==> config.mk <==
export PLATFORM = sky130hd
export DESIGN_NAME = jmb_mad_accum_flat
export DESIGN_NICKNAME = d
export VERILOG_FILES = /design/src/rtl/jmb_mad_pkg.sv /design/src/rtl/jmb_mad_accum_if.sv /design/src/rtl/jmb_mad_accum.sv /design/src/flat_wrapper.sv
export SDC_FILE = /design/constraint.sdc
export NUM_CORES = 1
export LEC_CHECK = 0
export CAP_MARGIN = 30
export CORE_ASPECT_RATIO = 1.75
export CORE_MARGIN = 4
export CORE_UTILIZATION = 49
export DETAILED_ROUTE_END_ITERATION = 10
export GPL_TIMING_DRIVEN = 1
export PLACE_DENSITY = 0.77
export SLEW_MARGIN = 15
export SYNTH_ARGS = -nofsm -noshare
export SYNTH_HDL_FRONTEND = slang
export SYNTH_SLANG_ARGS = --single-unit
==> constraint.sdc <==
create_clock -name clock -period 3.2 [get_ports clock]
set_input_delay 0.64 -clock clock [delete_from_list [all_inputs] [get_ports clock]]
set_output_delay 0.64 -clock clock [all_outputs]
set_load 0.01 [all_outputs]
==> src/rtl/jmb_mad_pkg.sv <==
// Shared definitions for the jmb_mad2 multiply-add stage and its block accumulator.
package jmb_mad_pkg;

    localparam int MAD_DATA_W = 32;
    localparam int MAD_ACC_W  = 40;
    localparam int MAD_LEN_W  = 8;

    typedef enum logic {
        ST_ACCUM = 1'b0,
        ST_HOLD  = 1'b1
    } state_t;

endpackage

==> src/rtl/jmb_mad_accum_if.sv <==
// Sample-in / result-out handshake bundle for jmb_mad_accum, plus block control.
interface jmb_mad_accum_if
    import jmb_mad_pkg::*;
#(
    parameter int DATA_W = MAD_DATA_W,
    parameter int ACC_W  = MAD_ACC_W,
    parameter int LEN_W  = MAD_LEN_W
);
    logic [LEN_W-1:0]  len;
    logic              clear;
    logic              in_valid;
    logic              in_ready;
    logic [DATA_W-1:0] in_data;
    logic              out_valid;
    logic              out_ready;
    logic [ACC_W-1:0]  out_sum;
    logic [LEN_W-1:0]  out_count;
    logic              out_ovf;

    modport master (
        output len, clear, in_valid, in_data, out_ready,
        input  in_ready, out_valid, out_sum, out_count, out_ovf
    );

    modport slave (
        input  len, clear, in_valid, in_data, out_ready,
        output in_ready, out_valid, out_sum, out_count, out_ovf
    );
endinterface

==> src/rtl/jmb_mad_accum.sv <==
// Accumulates a programmable number of mad2 results into a wide sum and emits
// one result per block with the sample count and a sticky carry-out flag.
module jmb_mad_accum
    import jmb_mad_pkg::*;
#(
    parameter int DATA_W = MAD_DATA_W,
    parameter int ACC_W  = MAD_ACC_W,
    parameter int LEN_W  = MAD_LEN_W
) (
    input  logic clock,
    input  logic reset,
    jmb_mad_accum_if.slave bus
);

    state_t            state, state_next;
    logic [ACC_W-1:0]  acc;
    logic [LEN_W-1:0]  cnt;
    logic [LEN_W-1:0]  len_q;
    logic              ovf;
    logic              out_valid_q;
    logic [ACC_W-1:0]  out_sum_q;
    logic [LEN_W-1:0]  out_count_q;
    logic              out_ovf_q;

    logic              ready;
    logic              accept;
    logic              last;
    logic              carry;
    logic [ACC_W:0]    sum;
    logic [LEN_W-1:0]  eff_len;
    logic [LEN_W:0]    cnt_inc;

    always_comb begin
        state_next = state;
        ready      = (state == ST_ACCUM);
        // Block length is taken live from len only on the first sample of a block.
        if (cnt == '0)
            eff_len = (bus.len == '0) ? LEN_W'(1) : bus.len;
        else
            eff_len = len_q;
        sum     = {1'b0, acc} + (ACC_W+1)'(bus.in_data);
        carry   = sum[ACC_W];
        cnt_inc = {1'b0, cnt} + (LEN_W+1)'(1);
        accept  = bus.in_valid && ready;
        last    = accept && !bus.clear && (cnt_inc == {1'b0, eff_len});
        case (state)
            ST_ACCUM: if (last) state_next = ST_HOLD;
            ST_HOLD:  if (bus.out_ready) state_next = ST_ACCUM;
            default:  state_next = ST_ACCUM;
        endcase
    end

    always_ff @(posedge clock) begin
        if (reset) begin
            state       <= ST_ACCUM;
            acc         <= '0;
            cnt         <= '0;
            ovf         <= 1'b0;
            len_q       <= '0;
            out_valid_q <= 1'b0;
            out_sum_q   <= '0;
            out_count_q <= '0;
            out_ovf_q   <= 1'b0;
        end else begin
            state       <= state_next;
            out_valid_q <= (state_next == ST_HOLD);
            if (state == ST_ACCUM) begin
                if (bus.clear) begin
                    acc <= '0;
                    cnt <= '0;
                    ovf <= 1'b0;
                end else if (last) begin
                    out_sum_q   <= sum[ACC_W-1:0];
                    out_count_q <= eff_len;
                    out_ovf_q   <= ovf | carry;
                    acc         <= '0;
                    cnt         <= '0;
                    ovf         <= 1'b0;
                end else if (accept) begin
                    acc <= sum[ACC_W-1:0];
                    ovf <= ovf | carry;
                    cnt <= cnt_inc[LEN_W-1:0];
                    if (cnt == '0)
                        len_q <= eff_len;
                end
            end
        end
    end

    assign bus.in_ready  = ready;
    assign bus.out_valid = out_valid_q;
    assign bus.out_sum   = out_sum_q;
    assign bus.out_count = out_count_q;
    assign bus.out_ovf   = out_ovf_q;

endmodule
==> src/flat_wrapper.sv <==
// flat-port wrapper written by rule: the top's interface ports become plain ports
module jmb_mad_accum_flat import jmb_mad_pkg::*;
#(
    parameter int DATA_W = MAD_DATA_W,
    parameter int ACC_W  = MAD_ACC_W,
    parameter int LEN_W  = MAD_LEN_W
)
  (clock, reset, bus_len, bus_clear, bus_in_valid, bus_in_data, bus_out_ready, bus_in_ready, bus_out_valid, bus_out_sum, bus_out_count, bus_out_ovf);
  jmb_mad_accum_if #(.DATA_W(DATA_W), .ACC_W(ACC_W), .LEN_W(LEN_W)) bus_i ();
  input  logic clock;
  input  logic reset;
  input wire logic [$bits(bus_i.len)-1:0] bus_len;
  input wire logic [$bits(bus_i.clear)-1:0] bus_clear;
  input wire logic [$bits(bus_i.in_valid)-1:0] bus_in_valid;
  input wire logic [$bits(bus_i.in_data)-1:0] bus_in_data;
  input wire logic [$bits(bus_i.out_ready)-1:0] bus_out_ready;
  output wire logic [$bits(bus_i.in_ready)-1:0] bus_in_ready;
  output wire logic [$bits(bus_i.out_valid)-1:0] bus_out_valid;
  output wire logic [$bits(bus_i.out_sum)-1:0] bus_out_sum;
  output wire logic [$bits(bus_i.out_count)-1:0] bus_out_count;
  output wire logic [$bits(bus_i.out_ovf)-1:0] bus_out_ovf;
  assign bus_i.len = bus_len;
  assign bus_i.clear = bus_clear;
  assign bus_i.in_valid = bus_in_valid;
  assign bus_i.in_data = bus_in_data;
  assign bus_i.out_ready = bus_out_ready;
  assign bus_in_ready = bus_i.in_ready;
  assign bus_out_valid = bus_i.out_valid;
  assign bus_out_sum = bus_i.out_sum;
  assign bus_out_count = bus_i.out_count;
  assign bus_out_ovf = bus_i.out_ovf;
  jmb_mad_accum #(.DATA_W(DATA_W), .ACC_W(ACC_W), .LEN_W(LEN_W)) u_core (.clock(clock), .reset(reset), .bus(bus_i));
endmodule
==> out/results.md <==
- 18.65 um — average wire per standard cell
- dfxtp_1 (107), nand2_1 (75), a21oi_1 (69) — top cell types by occurrence after synthesis
- 34.44% — top cell type's share of synthesized area
- in2reg — kind of critical path
- 0 — total global routing overflow
- 0.6190 ns — slew of the pin with the lowest slew margin
- 1,089 — filler-free cell count of the finished design
- 93.17 um — die extent in x
- 54 — count of standard-cell rows
- 0 — diode insertion count for antenna repair
- 6.005 — Via-to-Cell Ratio
- 3.48 ns — required time of the worst setup path
- dfxtp_1 (34%), ha_1 (6.8%), a21oi_1 (5.6%) — top post-synthesis cells by area
- built — clock tree from TritonCTS
- 0% — fraction of synthesis flops using an asynchronous set or reset pin
- 6,539 — total vias in the final route
- 34.44% — fraction of the yosys area taken by sequential cells
- 7995 um^2 — Cell Area, Placed
- 0.08 ns — clock slew at reported path FFs
- finished clean — status
- 9 — Num CTS Buffers
- 5 — Pre-Repair DR Iteration Count
- 20.31 mm — final routed wirelength across all metal layers
- 0 — post-route DRC violation count
- 27.04% — global router's overall resource usage
- 3.486 nW — leakage component of the power
- -0.7289 ns — pre-CTS setup slack
- 3.40 ns — Critical Path AT
- 740 — instance count of the mapped netlist
- 0.0002584 V — peak supply drop
- 8559 um^2 — area of all placed cells without fillers
- 0 — Post-synth EDFFs
- dfxtp_1 — most repeated cell in the gate-level netlist after synthesis
- 0 — initial antenna violation count
- 10.96 mm — met2 routed wirelength
- 405 — Detailed Route Iter0 Violations
- 58.64% — worst-case headroom to the max-slew limit
- 6220 um^2 — synthesized area
- 0 — antenna violation net count after detailed routing
- register — endpoint type of the worst setup path
- 320.5 MHz — achievable frequency
- 107 — flop and latch count out of synthesis
- 0.36 ns — clock latency of the later-clocked register in the worst-skew pair
- 909 um — met3 wire length
- 0.07999 ns — slack of the critical path
- 375.5 nW/um^2 — Power per Cell Area
- 96 — Top-Level Pins
- dfxtp_1 — most used flip-flop cell after synthesis
- 157.0 um — die height
- 7.343 mm — routed length on met1
- 6,763 — vias in the first global route
- 6 — maximum net fanout on the critical path
- 0.007879 ns — final setup skew
- 8.405 um^2 — Mean Syn Cell Area
- 0 — number of hold buffers added after CTS
- 68.85% — Layout Utilization
- clkbuf_16 — cell at the root of the clock tree
- 15.37 mm — dpl hpwl
- 1,068 — total placed cells including tap cells
- 820 — post-synth net total
- 0 — number of hold-slack violations in the final timing report
- 0.9519 — GPL Wtd Cong
- 3 — htree depth
- 52 — largest net degree at the start of global routing
- 996 — net count of the finished layout
- met4 — highest routed metal layer
- 107 — clk sink count
- 3.120 ns — time the worst path needs with I/O delays and setup
- 14,630 um^2 — area of the die
- 0 — max capacitance violation total
- 95 — Port Buf Inserts
- 50.03% — initial core utilization
- 0 — count of synthesis-stage warnings from yosys
- 97.50% — final worst-path cycle share
- 12,430 um^2 — area of the core region
- input pin — Setup crit start kind
- 37.62% — relative area change from synthesis to final layout
- dfxtp_1 — Yosys top cell by area
- 0 — final-report setup violation count
- 2 — maximum buffer depth of the clock tree
- 18.35% — layout cell share with drive strength beyond 1
- 67 — Unique masters post-synth
- reg2reg — type of the tightest min-delay check
- 31.51 mm — global-route wire length before repair
- 0 — number of max-slew violations in the final report
worst max-delay path, cell delays in order:
cell,delay [ns]
clkdlybuf4s50_1,0.42
ha_2,0.40
nand2_2,0.11
or3_1,0.43
o21ai_2,0.15
nor2_1,0.11
a2111o_1,0.51
a21boi_1,0.19
buf_4,0.15
xnor2_1,0.06
a211oi_1,0.22
registers in the layout, summed over array words and instances, names as in the netlist:
register,flops
u_core.acc,40
u_core.bus.out_sum,40
u_core.bus.out_count,8
u_core.cnt,8
u_core.len_q,8
u_core.bus.out_ovf,1
u_core.ovf,1
u_core.state,1
through the flow:
step / power, mW / hold slack (ns) / TNS, ns
after global routing: 3.331 / 0.4775 / -0.02678
final: 3.214 / 0.4526 / 0
after global placement: 1.995 / 0.4407 / -31.26
after detailed placement: 2.014 / 0.4437 / -38.25
after CTS: 3.185 / 0.4522 / 0
after floorplan: 1.758 / 0.4262 / 0
path summary, 6_finish.rpt:
path / start / endpoint / slack, ns / depth (start not counted)
worst max-delay path: bus_in_data[10] / u_core.bus.out_sum[39] / 0.08 / 11
worst min register to register: u_core.bus.out_sum[13] / u_core.bus.out_sum[13] / 0.45 / 2
worst min-delay path: u_core.bus.out_sum[13] / u_core.bus.out_sum[13] / 0.45 / 2
worst max register to register: u_core.cnt[1] / u_core.acc[32] / 0.18 / 12
final cells by class:
cell class / instances / area [um^2]
clock buffer: 9 / 225.2
fill: 1007 / 3872
tap: 168 / 210.2
multi-input combinational: 578 / 4025
clock inverter: 7 / 85.08
sequential: 107 / 2142
timing repair buffer: 206 / 1819
inverter: 14 / 52.55
logic make-up after synthesis:
kind of cell	synth area share, %
fa+ha+maj	7.162
buf+inv	4.204
xor+xnor	4.084
mux	3.862
flops	34.44
compound gates	26.61
simple gates	19.63
placed cells by master, fill, tap and decap left out, types with 4 or more instances in the layout:
| master | netlist | layout |
|---|---|---|
| a211oi_1 | 17 | 15 |
| nor2_1 | 54 | 53 |
| xnor2_1 | 16 | 16 |
| clkdlybuf4s50_1 | 0 | 91 |
| nor3_1 | 13 | 13 |
| nor2b_1 | 5 | 5 |
| o31ai_1 | 4 | 4 |
| a311oi_1 | 8 | 8 |
| a211o_1 | 4 | 4 |
| o21ai_0 | 40 | 37 |
| nand3_1 | 29 | 29 |
| inv_1 | 14 | 14 |
| o211ai_1 | 6 | 6 |
| nand2b_1 | 10 | 10 |
| ha_4 | 0 | 4 |
| a22o_1 | 24 | 24 |
| dfxtp_1 | 107 | 107 |
| a31oi_1 | 13 | 13 |
| clkbuf_16 | 0 | 9 |
| mux2i_1 | 24 | 24 |
| o21ai_2 | 2 | 4 |
| buf_4 | 3 | 107 |
| xor2_1 | 13 | 12 |
| or3_1 | 9 | 9 |
| and2_1 | 6 | 6 |
| nand2_1 | 75 | 74 |
| ha_1 | 34 | 28 |
| o21a_1 | 4 | 4 |
| and3_1 | 12 | 12 |
| o21ai_1 | 5 | 5 |
| a32o_1 | 5 | 5 |
| a21oi_1 | 69 | 64 |
| nand4_1 | 7 | 7 |
| a21o_1 | 18 | 18 |
where the power goes:
part	internal, mW	switching [mW]
clock network	0.623	0.560
registers	1.36	0.0298
logic	0.303	0.333
per-layer routing:
metal	vias to the layer above	GRT usage, %
li1	3102	-
met1	3079	26.17
met2	278	52.66
met3	80	3.874
met4	0	16.28
met5	-	0
repair_timing:
action	CTS	global route
endpoints found under the hold margin	0	0
pin swaps	4	18
cloned	0	0
buffers inserted	1	4
resized for setup	14	29
endpoints found under the setup margin	34	89
(Power assumes the default switching activity.)
